### src/rtl/matrix_hex_writer_pkg.sv
`default_nettype none
// ============================================================================
//  Module   : matrix_pkg
//  Brief    : Shared types, ASCII constants and nibble encoder for the
//             matrix hex writer.
//  Revision : 1.0
// ============================================================================
package matrix_pkg;

    typedef enum logic [2:0] {
        ST_IDLE = 3'd0,
        ST_HI   = 3'd1,
        ST_LO   = 3'd2,
        ST_SEP  = 3'd3,
        ST_EOL  = 3'd4,
        ST_DONE = 3'd5
    } writer_state_t;

    localparam logic [7:0] ASCII_SEP = 8'h5F;
    localparam logic [7:0] ASCII_EOL = 8'h0A;

    // Lowercase hex digit: 0-9 -> '0'..'9', 10-15 -> 'a'..'f'
    function automatic logic [7:0] nibble_to_ascii(input logic [3:0] nib);
        if (nib < 4'd10) begin
            return 8'h30 + {4'h0, nib};
        end
        return 8'h57 + {4'h0, nib};
    endfunction

endpackage
`default_nettype wire

### src/rtl/matrix_hex_writer_if.sv
`default_nettype none
// ============================================================================
//  Module   : matrix_hex_writer_if
//  Brief    : Control and character-stream handshake of the matrix hex writer.
//  Revision : 1.0
// ============================================================================
interface matrix_hex_writer_if;

    logic       start;
    logic       busy;
    logic       done;
    logic [7:0] char_data;
    logic       char_valid;
    logic       char_ready;

    modport master (
        input  start,
        input  char_ready,
        output busy,
        output done,
        output char_data,
        output char_valid
    );

    modport slave (
        output start,
        output char_ready,
        input  busy,
        input  done,
        input  char_data,
        input  char_valid
    );

endinterface
`default_nettype wire

### src/rtl/matrix_hex_writer.sv
`default_nettype none
// ============================================================================
//  Module   : matrix_hex_writer
//  Brief    : Serializes a ROW x COLUMN byte matrix as "hh_hh_..._hh\n" lines,
//             one ASCII character per valid/ready transfer.
//  Revision : 1.0
// ============================================================================
module matrix_hex_writer
    import matrix_pkg::*;
#(
    parameter int ROW    = 4,
    parameter int COLUMN = 4
) (
    input  wire logic             clk,
    input  wire logic             rst,
    input  wire logic [7:0]       in_mat [0:ROW-1][0:COLUMN-1],
    matrix_hex_writer_if.master   bus
);

    localparam int c_row_w = (ROW    > 1) ? $clog2(ROW)    : 1;
    localparam int c_col_w = (COLUMN > 1) ? $clog2(COLUMN) : 1;
    localparam logic [c_row_w-1:0] c_row_last = c_row_w'(ROW - 1);
    localparam logic [c_col_w-1:0] c_col_last = c_col_w'(COLUMN - 1);

    writer_state_t        r_state;
    writer_state_t        w_state_nxt;
    logic [c_row_w-1:0]   r_row;
    logic [c_row_w-1:0]   w_row_nxt;
    logic [c_col_w-1:0]   r_col;
    logic [c_col_w-1:0]   w_col_nxt;
    logic                 w_load;
    logic                 w_fire;
    logic [7:0]           w_elem;
    logic [7:0]           w_char_nxt;
    logic [7:0]           r_buf [0:ROW-1][0:COLUMN-1];
    logic [7:0]           r_char_data;
    logic                 r_char_valid;
    logic                 r_busy;
    logic                 r_done;

    assign w_fire = r_char_valid & bus.char_ready;

    always_comb begin
        w_state_nxt = r_state;
        w_row_nxt   = r_row;
        w_col_nxt   = r_col;
        w_load      = 1'b0;
        case (r_state)
            ST_IDLE: begin
                if (bus.start) begin
                    w_state_nxt = ST_HI;
                    w_row_nxt   = '0;
                    w_col_nxt   = '0;
                    w_load      = 1'b1;
                end
            end
            ST_HI: begin
                if (w_fire) w_state_nxt = ST_LO;
            end
            ST_LO: begin
                if (w_fire) w_state_nxt = (r_col == c_col_last) ? ST_EOL : ST_SEP;
            end
            ST_SEP: begin
                if (w_fire) begin
                    w_state_nxt = ST_HI;
                    w_col_nxt   = r_col + c_col_w'(1);
                end
            end
            ST_EOL: begin
                if (w_fire) begin
                    if (r_row == c_row_last) begin
                        w_state_nxt = ST_DONE;
                    end else begin
                        w_state_nxt = ST_HI;
                        w_row_nxt   = r_row + c_row_w'(1);
                        w_col_nxt   = '0;
                    end
                end
            end
            ST_DONE: w_state_nxt = ST_IDLE;
            default: w_state_nxt = ST_IDLE;
        endcase
    end

    // The snapshot is written on the same edge, so the first digit comes from in_mat
    always_comb begin
        w_elem     = w_load ? in_mat[0][0] : r_buf[w_row_nxt][w_col_nxt];
        w_char_nxt = 8'h00;
        case (w_state_nxt)
            ST_HI:   w_char_nxt = nibble_to_ascii(w_elem[7:4]);
            ST_LO:   w_char_nxt = nibble_to_ascii(w_elem[3:0]);
            ST_SEP:  w_char_nxt = ASCII_SEP;
            ST_EOL:  w_char_nxt = ASCII_EOL;
            default: w_char_nxt = 8'h00;
        endcase
    end

    always_ff @(posedge clk) begin
        if (w_load) r_buf <= in_mat;
    end

    always_ff @(posedge clk or posedge rst) begin
        if (rst) begin
            r_state      <= ST_IDLE;
            r_row        <= '0;
            r_col        <= '0;
            r_char_data  <= 8'h00;
            r_char_valid <= 1'b0;
            r_busy       <= 1'b0;
            r_done       <= 1'b0;
        end else begin
            r_state      <= w_state_nxt;
            r_row        <= w_row_nxt;
            r_col        <= w_col_nxt;
            r_char_data  <= w_char_nxt;
            r_char_valid <= (w_state_nxt == ST_HI)  || (w_state_nxt == ST_LO) ||
                            (w_state_nxt == ST_SEP) || (w_state_nxt == ST_EOL);
            r_busy       <= (w_state_nxt != ST_IDLE);
            r_done       <= (w_state_nxt == ST_DONE);
        end
    end

    assign bus.char_data  = r_char_data;
    assign bus.char_valid = r_char_valid;
    assign bus.busy       = r_busy;
    assign bus.done       = r_done;

endmodule
`default_nettype wire

### src/flat_wrapper.sv
// flat-port wrapper written by rule: the top's interface ports become plain ports
module matrix_hex_writer_flat import matrix_pkg::*;
#(
    parameter int ROW    = 4,
    parameter int COLUMN = 4
)
  (clk, rst, in_mat, bus_start, bus_char_ready, bus_busy, bus_done, bus_char_data, bus_char_valid);
  matrix_hex_writer_if bus_i ();
  input  wire logic clk;
  input  wire logic rst;
  input  wire logic [7:0] in_mat[0:ROW-1][0:COLUMN-1];
  input wire logic [$bits(bus_i.start)-1:0] bus_start;
  input wire logic [$bits(bus_i.char_ready)-1:0] bus_char_ready;
  output wire logic [$bits(bus_i.busy)-1:0] bus_busy;
  output wire logic [$bits(bus_i.done)-1:0] bus_done;
  output wire logic [$bits(bus_i.char_data)-1:0] bus_char_data;
  output wire logic [$bits(bus_i.char_valid)-1:0] bus_char_valid;
  assign bus_i.start = bus_start;
  assign bus_i.char_ready = bus_char_ready;
  assign bus_busy = bus_i.busy;
  assign bus_done = bus_i.done;
  assign bus_char_data = bus_i.char_data;
  assign bus_char_valid = bus_i.char_valid;
  matrix_hex_writer #(.ROW(ROW), .COLUMN(COLUMN)) u_core (.clk(clk), .rst(rst), .in_mat(in_mat), .bus(bus_i));
endmodule
### config.mk
export PLATFORM = sky130hd
export DESIGN_NAME = matrix_hex_writer_flat
export DESIGN_NICKNAME = d
export VERILOG_FILES = /design/src/rtl/matrix_hex_writer_pkg.sv /design/src/rtl/matrix_hex_writer_if.sv /design/src/rtl/matrix_hex_writer.sv /design/src/flat_wrapper.sv
export SDC_FILE = /design/constraint.sdc
export NUM_CORES = 1
export LEC_CHECK = 0
export ABC_CLOCK_PERIOD_IN_PS = 4920
export BUFFER_PORTS_ARGS = -buffer_cell sky130_fd_sc_hd__clkbuf_2
export CAP_MARGIN = 40
export CORE_UTILIZATION = 30
export CTS_CLUSTER_SIZE = 25
export DETAILED_ROUTE_END_ITERATION = 8
export GPL_ROUTABILITY_DRIVEN = 1
export PLACE_DENSITY_LB_ADDON = 0.25
export RECOVER_POWER = 50
export SETUP_SLACK_MARGIN = 0.5
export SLEW_MARGIN = 25
export SYNTH_ARGS = -nofsm -noshare
export SYNTH_HDL_FRONTEND = slang
export SYNTH_SLANG_ARGS = --single-unit
### constraint.sdc
create_clock -name clk -period 4.92 [get_ports clk]
set_clock_uncertainty 0.15 [all_clocks]
set_input_delay 0.738 -clock clk [delete_from_list [all_inputs] [get_ports clk]]
set_output_delay 0.738 -clock clk [all_outputs]
set_load 0.05 [all_outputs]
# Word level (Yosys, flattened, before mapping)
# Index checks and enable logic that the tools add are counted.
# classes
n_eq_ne	11
order_cmp	4
bitwise_logic	3
n_mux	35
addsub	6
reduce_logical	5
# op_table
cell	count
32-bit binary-select mux with 2-bit select	1
32-bit 2-to-1 mux	2
8-bit 2-to-1 mux	7
8-bit case mux with 4 select lines	1
3-bit 2-to-1 mux	7
7-bit by 4-bit adder with 8-bit output (first input constant)	2
8-bit binary-select mux with 2-bit select	1
3-bit case mux with 5 select lines	1
6-bit by 4-bit adder with 7-bit output (first input constant)	2
2-bit 2-to-1 mux	7
3-bit by 2-bit equality test with 1-bit output (second input constant)	4
3-bit equality test (second input constant)	3
4-bit less-than comparator (second input constant)	2
3-bit by 1-bit equality test with 1-bit output (second input constant)	2
3-bit greater-or-equal comparator (second input constant)	2
1-bit 2-to-1 mux	6
2-bit NOT with 3-bit output	2
2-bit case mux with 3 select lines	1
2-bit by 1-bit adder with 2-bit output (second input constant)	2
2-bit equality test (second input constant)	2
2-bit case mux with 2 select lines	1
3-bit zero test	1
1-bit logical OR	3
3-bit nonzero test	1
1-bit bitwise AND	1
# word_totals
ff_bits	146
input_bits	132

# Depth between registers and ports, before layout
# Gate-level depths: netlist (run 1).
# logic_depth
word_depth	17
depth_mapped	16
mapped_depth_nobuf	14

# Worst setup path after synthesis (run 1)
# No wires, ideal clock.
# synth_path
path_kind	input port to flip-flop
from	in bus_start
to	reg u_core.r_char_data[2], in the netlist u_core.bus.char_data[2]
t_arrival_ns	4.116
setup_ns	0.140
slack_ns	0.514
path_stages	12
cell_sequence	or4b_1 buf_6 clkinv_8 buf_2 nor2_1 nand3_1 a31oi_1 a211oi_2 ha_1 nand2_1 o2111ai_1 o2111ai_1
# synth_via
word_cells_on_any_way	36
# synth_rtl
element	line	text
from (decl)	flat_wrapper.sv:12	input wire logic [$bits(bus_i.start)-1:0] bus_start;
1-bit 2-to-1 mux *	matrix_hex_writer.sv:50	if (bus.start) begin
1-bit 2-to-1 mux *	matrix_hex_writer.sv:48	case (r_state)
net u_core.w_load	matrix_hex_writer.sv:31	logic w_load;
8-bit 2-to-1 mux *	matrix_hex_writer.sv:87	w_elem = w_load ? in_mat[0][0] : r_buf[w_row_nxt][w_col_nxt];
4-bit less-than comparator	matrix_hex_writer_pkg.sv:24	if (nib < 4'd10) begin
1-bit 2-to-1 mux	matrix_hex_writer_pkg.sv:24	
1-bit 2-to-1 mux	matrix_hex_writer.sv:89	case (w_state_nxt)
8-bit 2-to-1 mux	matrix_hex_writer_pkg.sv:27	return 8'h57 + {4'h0, nib};
8-bit case mux with 4 select lines *	matrix_hex_writer.sv:89	
net u_core.w_char_nxt[2]	matrix_hex_writer.sv:34	logic [7:0] w_char_nxt;
to (signal assigned)	matrix_hex_writer.sv:115	r_char_data <= w_char_nxt;
to (decl)	matrix_hex_writer.sv:36	logic [7:0] r_char_data;
# Mark *: on every way through the listed nets, which the timed path passes. The rest lies on a longest branch. The select of a mux whose other input is x is not followed.
# A chain may end at the register's enable or synchronous reset.

# Worst setup path in the final report (run 1)
# layout_path
from	reg u_core.r_state[1]
to	reg u_core.r_char_data[1], in the netlist u_core.bus.char_data[1]
# layout_via
elab_chain_len	15
word_cells_on_any_way	42
# layout_lines
element	line	text
from (decl)	matrix_hex_writer.sv:25	writer_state_t r_state;
from (signal assigned)	matrix_hex_writer.sv:112	r_state <= w_state_nxt;
3-bit equality test / 3-bit zero test (equally long branches)	matrix_hex_writer.sv:48	
2-bit case mux with 2 select lines *	matrix_hex_writer.sv:48	
net u_core.w_row_nxt[0]	matrix_hex_writer.sv:28	logic [c_row_w-1:0] w_row_nxt;
2-bit NOT with 3-bit output (not written as such) *	matrix_hex_writer.sv:87	
32-bit binary-select mux with 2-bit select *	matrix_hex_writer.sv:87	
32-bit 2-to-1 mux (not written as such) * (2 in series)	matrix_hex_writer.sv:87	
8-bit binary-select mux with 2-bit select *	matrix_hex_writer.sv:87	
8-bit 2-to-1 mux (not written as such) * (2 in series)	matrix_hex_writer.sv:87	
8-bit 2-to-1 mux *	matrix_hex_writer.sv:87	
4-bit less-than comparator	matrix_hex_writer_pkg.sv:24	
1-bit 2-to-1 mux	matrix_hex_writer_pkg.sv:24	
1-bit 2-to-1 mux	matrix_hex_writer.sv:89	
8-bit 2-to-1 mux	matrix_hex_writer_pkg.sv:27	
8-bit case mux with 4 select lines *	matrix_hex_writer.sv:89	
net u_core.w_char_nxt[1]	matrix_hex_writer.sv:34	
# Marks and branches as above.

==> impl_metrics.py, run 1 <==
metrics = {
    "critical_path": {
        "r2r_slack_ns": 0.72,
        "critPathTopFamily": "compound AO/OA/AOI/OAI gates",
        "cp_data_arrival_time_ns": 4.40,
        "end_kind": "flip-flop",
        "crit_buf_inv": 2,
        "critPathMaxStageDelay_ns": 0.62,
        "worstPathRequired_ns": 5.13,
        "start_kind": "flip-flop",
        "crit_path_top_delay_cell": "o22ai_4",
        "cpMostUsedCell": "a2111oi_4",
        "crit_chain": "or4b_1 -> clkinv_8 -> o22ai_4 -> nand2_4 -> inv_4 -> nand2_1 -> and3_4 -> a2111oi_4 -> a2111oi_4 -> ha_1 -> a221o_1 -> nand4_1",
        "crit_type": "reg2reg",
        "critPathMaxFanout": 53,
    },
    "clock_tree": {
        "clock_path_buffers": 2,
        "cts_hold_buf": 0,
        "root_buffer": "clkbuf_16",
        "clkTransAtPathRegs_ns": 0.06,
        "cts_setup_buffers": 0,
        "ctsResizeCount": 0,
        "clock_sinks": 145,
        "cts_max_level": 4,
        "cts_tree": "built",
        "clk_latency_ns": 0.43,
        "cts_buffers": 17,
    },
    "yosys": {
        "synthFlopType": "edfxtp_1",
        "synth.area.mux_share_pct": 3.76,
        "ys_ff_latch": 145,
        "yosys.area_share.simple_pct": 12.4,
        "synthArstFlopShare_pct": 11.7,
        "synth-xor-area-share_pct": 0.129,
        "synthAdderAreaFrac_pct": 0.551,
        "synth_top_family_by_area": "compound AO/OA/AOI/OAI gates",
        "postSynthAreaPerCell_um2": 13.2,
        "ys_warn_count": 0,
        "ys_seq_area_share_pct": 62.6,
        "synth_cells": 517,
        "yosysUniqueCellTypes": 84,
        "synth_compound_area_share_pct": 16.9,
        "syn-num-nets": 652,
        "syn-cell-area_um2": 6820,
        "synth_edf_count": 128,
    },
    "floorplan": {
        "die_h_um": 153,
        "num_rows": 54,
        "dieArea_um2": 23300,
        "initial_utilization_pct": 30.9,
        "io_pins": 143,
        "die_width_um": 153,
        "core_um2": 22000,
    },
    "detailed_routing": {
        "drcViolationCount": 3,
        "dr.pass1.iters": 9,
        "avgViaCountPerCell": 5.16,
        "via_count": 4922,
        "post_drt_wl_per_cell_um": 19.4,
        "wirelength_um": 18500,
        "antenna_left": 0,
        "dr.first_iter.drc_count": 464,
    },
    "pwr": {
        "seq_power_share_pct": 36.9,
        "p_switching_mw": 1.66,
        "power_density_nw_per_um2": 542,
        "p_clk_share_pct": 28.4,
        "internal-power_mw": 2.85,
        "leakage_nw": 2.97,
        "ir_drop_mv": 0.217,
        "combPwrFrac_pct": 34.8,
        "switching_share_pct": 36.8,
    },
    "global_routing": {
        "grt_start_max_net_pins": 54,
        "antenna_found_initial": 0,
        "grt_pass1_wl_um": 28600,
        "grt_overflow": 0,
        "grt_usage_pct": 16.4,
        "grt_pass1_vias": 5160,
    },
    "timing": {
        "fin_crit_sh_pct": 85.3,
        "drv_slew": 0,
        "setup_viol": 0,
        "finalSetupTns_ns": 0,
        "layout_min_cycle_time_ns": 4.20,
        "rsz0062_at_grt": "false",
        "finalHoldViolCount": 0,
        "fmax_mhz": 238,
        "max_slew_margin_pct": 44.9,
        "worstMarginPinSlew_ns": 0.820,
    },
    "layout": {
        "nets": 796,
        "diodes": 0,
        "drive_gt1_share_pct": 27.4,
        "syn_to_final_growth_pct": 22.0,
        "fill_cells": 2155,
        "finalNonFillerCells": 954,
    },
    "worst_hold_path": {
        "hp-class": "in2async",
    },
    "status": {
        "violations": "DRC",
        "outcome": "finished with violations",
    },
    "placed_design": {
        "io_buffers": 141,
        "dp.cells": 922,
        "hpwl_um": 13400,
        "gp_congestion": 0.830,
    },
    "job": {
        "maxCapViolCount": 0,
    },
}
[power by group through the flow]
stage                     registers [mW]  clock network, mW  logic (mW)
after floorplan                     1.77                  0        1.09
after global routing                1.68               1.36        1.70
after global placement              1.69                  0        1.53
after CTS                           1.66               1.31        1.58
final                               1.66               1.28        1.57
after detailed placement            1.69                  0        1.57
[final cells by class]
class | instances | area (um^2) | area share (%)
Sequential cell | 145 | 4270 | 51.4
Multi-Input combinational cell | 333 | 2300 | 27.7
Timing Repair Buffer | 151 | 736 | 8.85
Clock buffer | 17 | 425 | 5.12
Tap cell | 280 | 350 | 4.21
Clock inverter | 15 | 159 | 1.91
Inverter | 13 | 71.3 | 0.858
[layout by cell type (no fill, tap or decap), types with 7 or more instances in the layout]
| cell | synthesis | final |
|---|---|---|
| a211oi_1 | 9 | 9 |
| a21oi_1 | 21 | 21 |
| a32oi_1 | 7 | 7 |
| buf_4 | 4 | 10 |
| clkbuf_1 | 6 | 36 |
| clkbuf_16 | 0 | 17 |
| clkbuf_2 | 0 | 105 |
| dfrtp_1 | 17 | 16 |
| edfxtp_1 | 128 | 128 |
| inv_1 | 8 | 8 |
| mux2i_1 | 17 | 17 |
| nand2_1 | 57 | 57 |
| nand2b_1 | 7 | 7 |
| nand3_1 | 13 | 13 |
| nor2_1 | 30 | 30 |
| nor3_1 | 15 | 15 |
| nor4_1 | 9 | 9 |
| o211ai_1 | 7 | 7 |
| o21ai_0 | 11 | 11 |
[final timing paths]
check / startpoint / end / cells past startpoint
setup reg to reg: u_core.r_state[1]$_DFF_PP0_ / u_core.bus.char_data[1]$_DFF_PP0_ / 12
hold / removal: rst / u_core.bus.char_data[3]$_DFF_PP0_ / 2
hold reg to reg: u_core.r_state[2]$_DFF_PP0_ / u_core.r_state[2]$_DFF_PP0_ / 2
min in group clk: in_mat[119] / u_core.r_buf[119]$_DFFE_PP_ / 1
setup / recovery: u_core.r_state[1]$_DFF_PP0_ / u_core.bus.char_data[1]$_DFF_PP0_ / 12
max in group asynchronous: rst / u_core.r_row[1]$_DFF_PP0_ / 2
[metrics by stage]
stage	power [mW]	setup WS (ns)	area [um^2]	hold WS (ns)	util [%]
after global placement	3.22	0.547	7770	0.643	35.3
final	4.50	0.724	8310	0.256	37.7
after CTS	4.55	0.725	8360	0.275	38.0
after detailed placement	3.25	0.482	7770	0.649	35.3
after global routing	4.74	0.503	8310	0.306	37.7
after floorplan	2.85	0.514	6820	0.514	-
[worst reg2reg max path, cell delays in order (launching register included)]
cell and delay, ns:
dfrtp_1 0.56, or4b_1 0.57, clkinv_8 0.35, o22ai_4 0.63, nand2_4 0.23, inv_4 0.17, nand2_1 0.07, and3_4 0.17
a2111oi_4 0.38, a2111oi_4 0.11, ha_1 0.32, a221o_1 0.32, nand4_1 0.10
[sequential cells by signal, summed over array words and instances, names as in the netlist]
signal                 cells
u_core.bus.char_valid      1
u_core.r_row               2
u_core.bus.char_data       7
u_core.r_buf             128
u_core.r_state             3
u_core.bus.done            1
u_core.bus.busy            1
u_core.r_col               2
[metal layers]
layer / part of all wire [%] / up-vias / global-route usage [%] / wire length (um)
met3: 5.5 / 26 / 3.44 / 1020
met1: 44 / 2380 / 21.4 / 8170
met2: 48 / 187 / 26.6 / 8920
met5: 0 / - / 0 / 0
li1: - / 2329 / - / -
met4: 1.9 / 0 / 6.30 / 360
[synthesized netlist by cell type (5+ instances only)]
library cell    n  area (um^2)
a31oi_1         6         37.5
nand4_1         5         31.3
o211ai_1        7         52.6
a32oi_1         7         61.3
nor2_1         30          113
edfxtp_1      128         3840
nor4_1          9         56.3
buf_6           5         56.3
mux2i_1        17          170
nand2_1        57          214
clkbuf_1        6         22.5
o22ai_1         6         37.5
mux2_2          5         56.3
o2111ai_1       5         43.8
o32ai_1         5         43.8
or3_1           6         37.5
a211oi_1        9         67.6
nand3_1        13         65.1
nor3_1         15         75.1
a211o_1         6         52.6
nand2b_1        7         43.8
o21ai_0        11         55.1
and3_1          5         31.3
buf_2           9         45.0
dfrtp_1        17          425
a22oi_1         6         45.0
a21oi_1        21          105
inv_1           8         30.0
[cells by family (layout without fill, tap and decap cells)]
| group | after synthesis | count (layout) |
|---|---|---|
| xor gates and xnor gates | 1 | 1 |
| AOI/OAI and AO/OA | 137 | 137 |
| adders and majority gates | 3 | 3 |
| other | 1 | 1 |
| muxes | 24 | 24 |
| DFF | 145 | 145 |
| buffers and inverters | 39 | 196 |
| and+or+nand+nor | 167 | 167 |
Note: power is estimated with default switching activity, not from simulation.
==> run 2, diff against run 1 <==
==> constraint.sdc (replaced) <==
create_clock -name clk -period 4.92 [get_ports clk]
set_clock_uncertainty 0.15 [all_clocks]
set_input_delay 1.23 -clock clk [delete_from_list [all_inputs] [get_ports clk]]
set_output_delay 1.23 -clock clk [all_outputs]
set_load 0.05 [all_outputs]
==> run 2 against run 1 <==
Compared with the run above: the run still ends with DRC left; register-to-register slack gained 0.35 ns; die area is the same; design area grew 1.2%; sequential power is essentially flat; critical path depth grew 2; setup slack gained 0.053 ns; global-route usage grew 0.11 points; utilization grew 0.46 points; clock power grew 4%; sequential share of layout area shrank 0.62 points; hold slack gained 0.40 ns.
==> impl_metrics.py, run 2 (synthesis results as in run 1) <==
metrics = {
    "status": {
        "outcome": "finished with violations",
        "violations": "DRC",
    },
    "timing": {
        "drv_slew": 0,
        "fmax_mhz": 241,
        "finalHoldViolCount": 0,
        "rsz0062_at_grt": "false",
        "max_slew_margin_pct": 55.4,
        "worstMarginPinSlew_ns": 0.664,
        "fin_ws_ns": 0.777,
        "layout_min_cycle_time_ns": 4.14,
        "fin_crit_sh_pct": 84.2,
        "whs_ns": 0.659,
        "setup_viol": 0,
        "finalSetupTns_ns": 0,
    },
    "detailed_routing": {
        "drcViolationCount": 4,
        "wirelength_um": 18300,
        "avgViaCountPerCell": 5.11,
        "antenna_left": 0,
        "dr.pass1.iters": 8,
        "via_count": 4910,
        "dr.first_iter.drc_count": 394,
        "post_drt_wl_per_cell_um": 19.1,
    },
    "floorplan": {
        "io_pins": 143,
        "die_h_um": 153,
        "core_um2": 22000,
        "dieArea_um2": 23300,
        "num_rows": 54,
        "die_width_um": 153,
        "initial_utilization_pct": 30.9,
    },
    "pwr": {
        "power_density_nw_per_um2": 544,
        "p_total_mw": 4.58,
        "leakage_nw": 3.04,
        "ir_drop_mv": 0.223,
    },
    "clock_tree": {
        "clk_latency_ns": 0.43,
        "cts_tree": "built",
        "clock_sinks": 145,
        "ctsResizeCount": 0,
        "root_buffer": "clkbuf_16",
        "cts_buffers": 17,
        "clock_path_buffers": 2,
        "clkTransAtPathRegs_ns": 0.06,
        "cts_setup_buffers": 0,
        "cts_max_level": 4,
        "cts_hold_buf": 0,
    },
    "global_routing": {
        "grt_usage_pct": 16.5,
        "grt_pass1_wl_um": 29100,
        "grt_start_max_net_pins": 39,
        "grt_pass1_vias": 5121,
        "grt_overflow": 0,
        "antenna_found_initial": 0,
    },
    "critical_path": {
        "crit_type": "in2reg",
        "cp_data_arrival_time_ns": 4.35,
        "startpoint": "bus_start",
        "worstPathRequired_ns": 5.13,
        "critPathMaxFanout": 36,
        "end_kind": "flip-flop",
        "reg2reg_from": "u_core.r_state[1]$_DFF_PP0_",
        "start_kind": "input port",
    },
    "layout": {
        "regMostFlops": "u_core.r_buf",
        "diodes": 0,
        "drive_gt1_share_pct": 28.8,
        "finalNonFillerCells": 960,
        "largest_register_ffs": 128,
        "nets": 802,
        "fill_cells": 2173,
        "post-route-util_pct": 38.2,
        "most-common-layout-cells": "edfxtp_1 (128), clkbuf_2 (110), nand2_1 (57), clkbuf_1 (32), nor2_1 (30)",
        "syn_to_final_growth_pct": 23.5,
        "fin_area_um2": 8420,
        "final_common_cell": "edfxtp_1",
    },
    "worst_hold_path": {
        "hp-start": "u_core.r_state[2]$_DFF_PP0_",
        "hp-class": "reg2reg",
    },
    "job": {
        "maxCapViolCount": 0,
    },
    "placed_design": {
        "gp_congestion": 0.889,
        "dpl_worst_slack_ns": 0.403,
        "io_buffers": 141,
        "dp.cells": 928,
        "hpwl_um": 13500,
        "dpl_cell_area_um2": 7850,
    },
}
[run 2: cell count changes in the layout (fill, tap and decap cells not counted)]
cell	change
inv_8	+2
clkbuf_1	-4
clkinv_1	-1
clkbuf_2	+5
buf_4	+4
bufinv_16	+1
buf_12	+2
clkinv_2	+1
clkinvlp_4	-2
inv_6	-1
clkinv_4	-1
[run 2: per-layer routing]
| layer | vias up | routed length [um] | GRT usage [%] |
|---|---|---|---|
| met2 | 178 | 8780 | 26.7 |
| met3 | 21 | 873 | 3.73 |
| met4 | 0 | 352 | 5.77 |
| met5 | - | 0 | 0 |
| li1 | 2341 | - | - |
| met1 | 2370 | 8310 | 21.7 |
[run 2: path summary, 6_finish.rpt]
kind	end	cells after the start	slack (ns)
min	u_core.r_state[2]$_DFF_PP0_	2	0.66
min reg2reg	u_core.r_state[2]$_DFF_PP0_	2	0.66
max in group asynchronous	u_core.r_row[1]$_DFF_PP0_	2	3.44
max reg2reg	u_core.bus.char_data[1]$_DFF_PP0_	13	1.07
max	u_core.bus.char_data[1]$_DFF_PP0_	14	0.78
min in group asynchronous	u_core.bus.char_data[5]$_DFF_PP0_	2	0.72
[run 2: area by class of cell]
cell class | instances | area, um^2 | area share, %
Clock buffer | 18 | 429 | 5.10
Clock inverter | 14 | 180 | 2.14
Inverter | 13 | 71.3 | 0.847
Multi-Input combinational cell | 333 | 2300 | 27.4
Sequential cell | 145 | 4270 | 50.7
Tap cell | 280 | 350 | 4.16
Timing Repair Buffer | 157 | 812 | 9.65
[run 2: worst max-delay path, cell delays in order]
cell and delay [ns]:
clkbuf_1 0.11, or4b_1 0.57, buf_4 0.24, clkinv_8 0.17, o22ai_4 0.17, buf_12 0.20, nand2_1 0.21, a21oi_1 0.11
nor4_1 0.23, a21oi_1 0.09, o2bb2ai_1 0.25, ha_1 0.34, a221o_1 0.32, nand4_1 0.10
[run 2: power by group]
| part | internal (mW) | switching, mW |
|---|---|---|
| logic | 0.572 | 1.01 |
| clock network | 0.806 | 0.527 |
| registers | 1.55 | 0.112 |
| total | 2.93 | 1.65 |
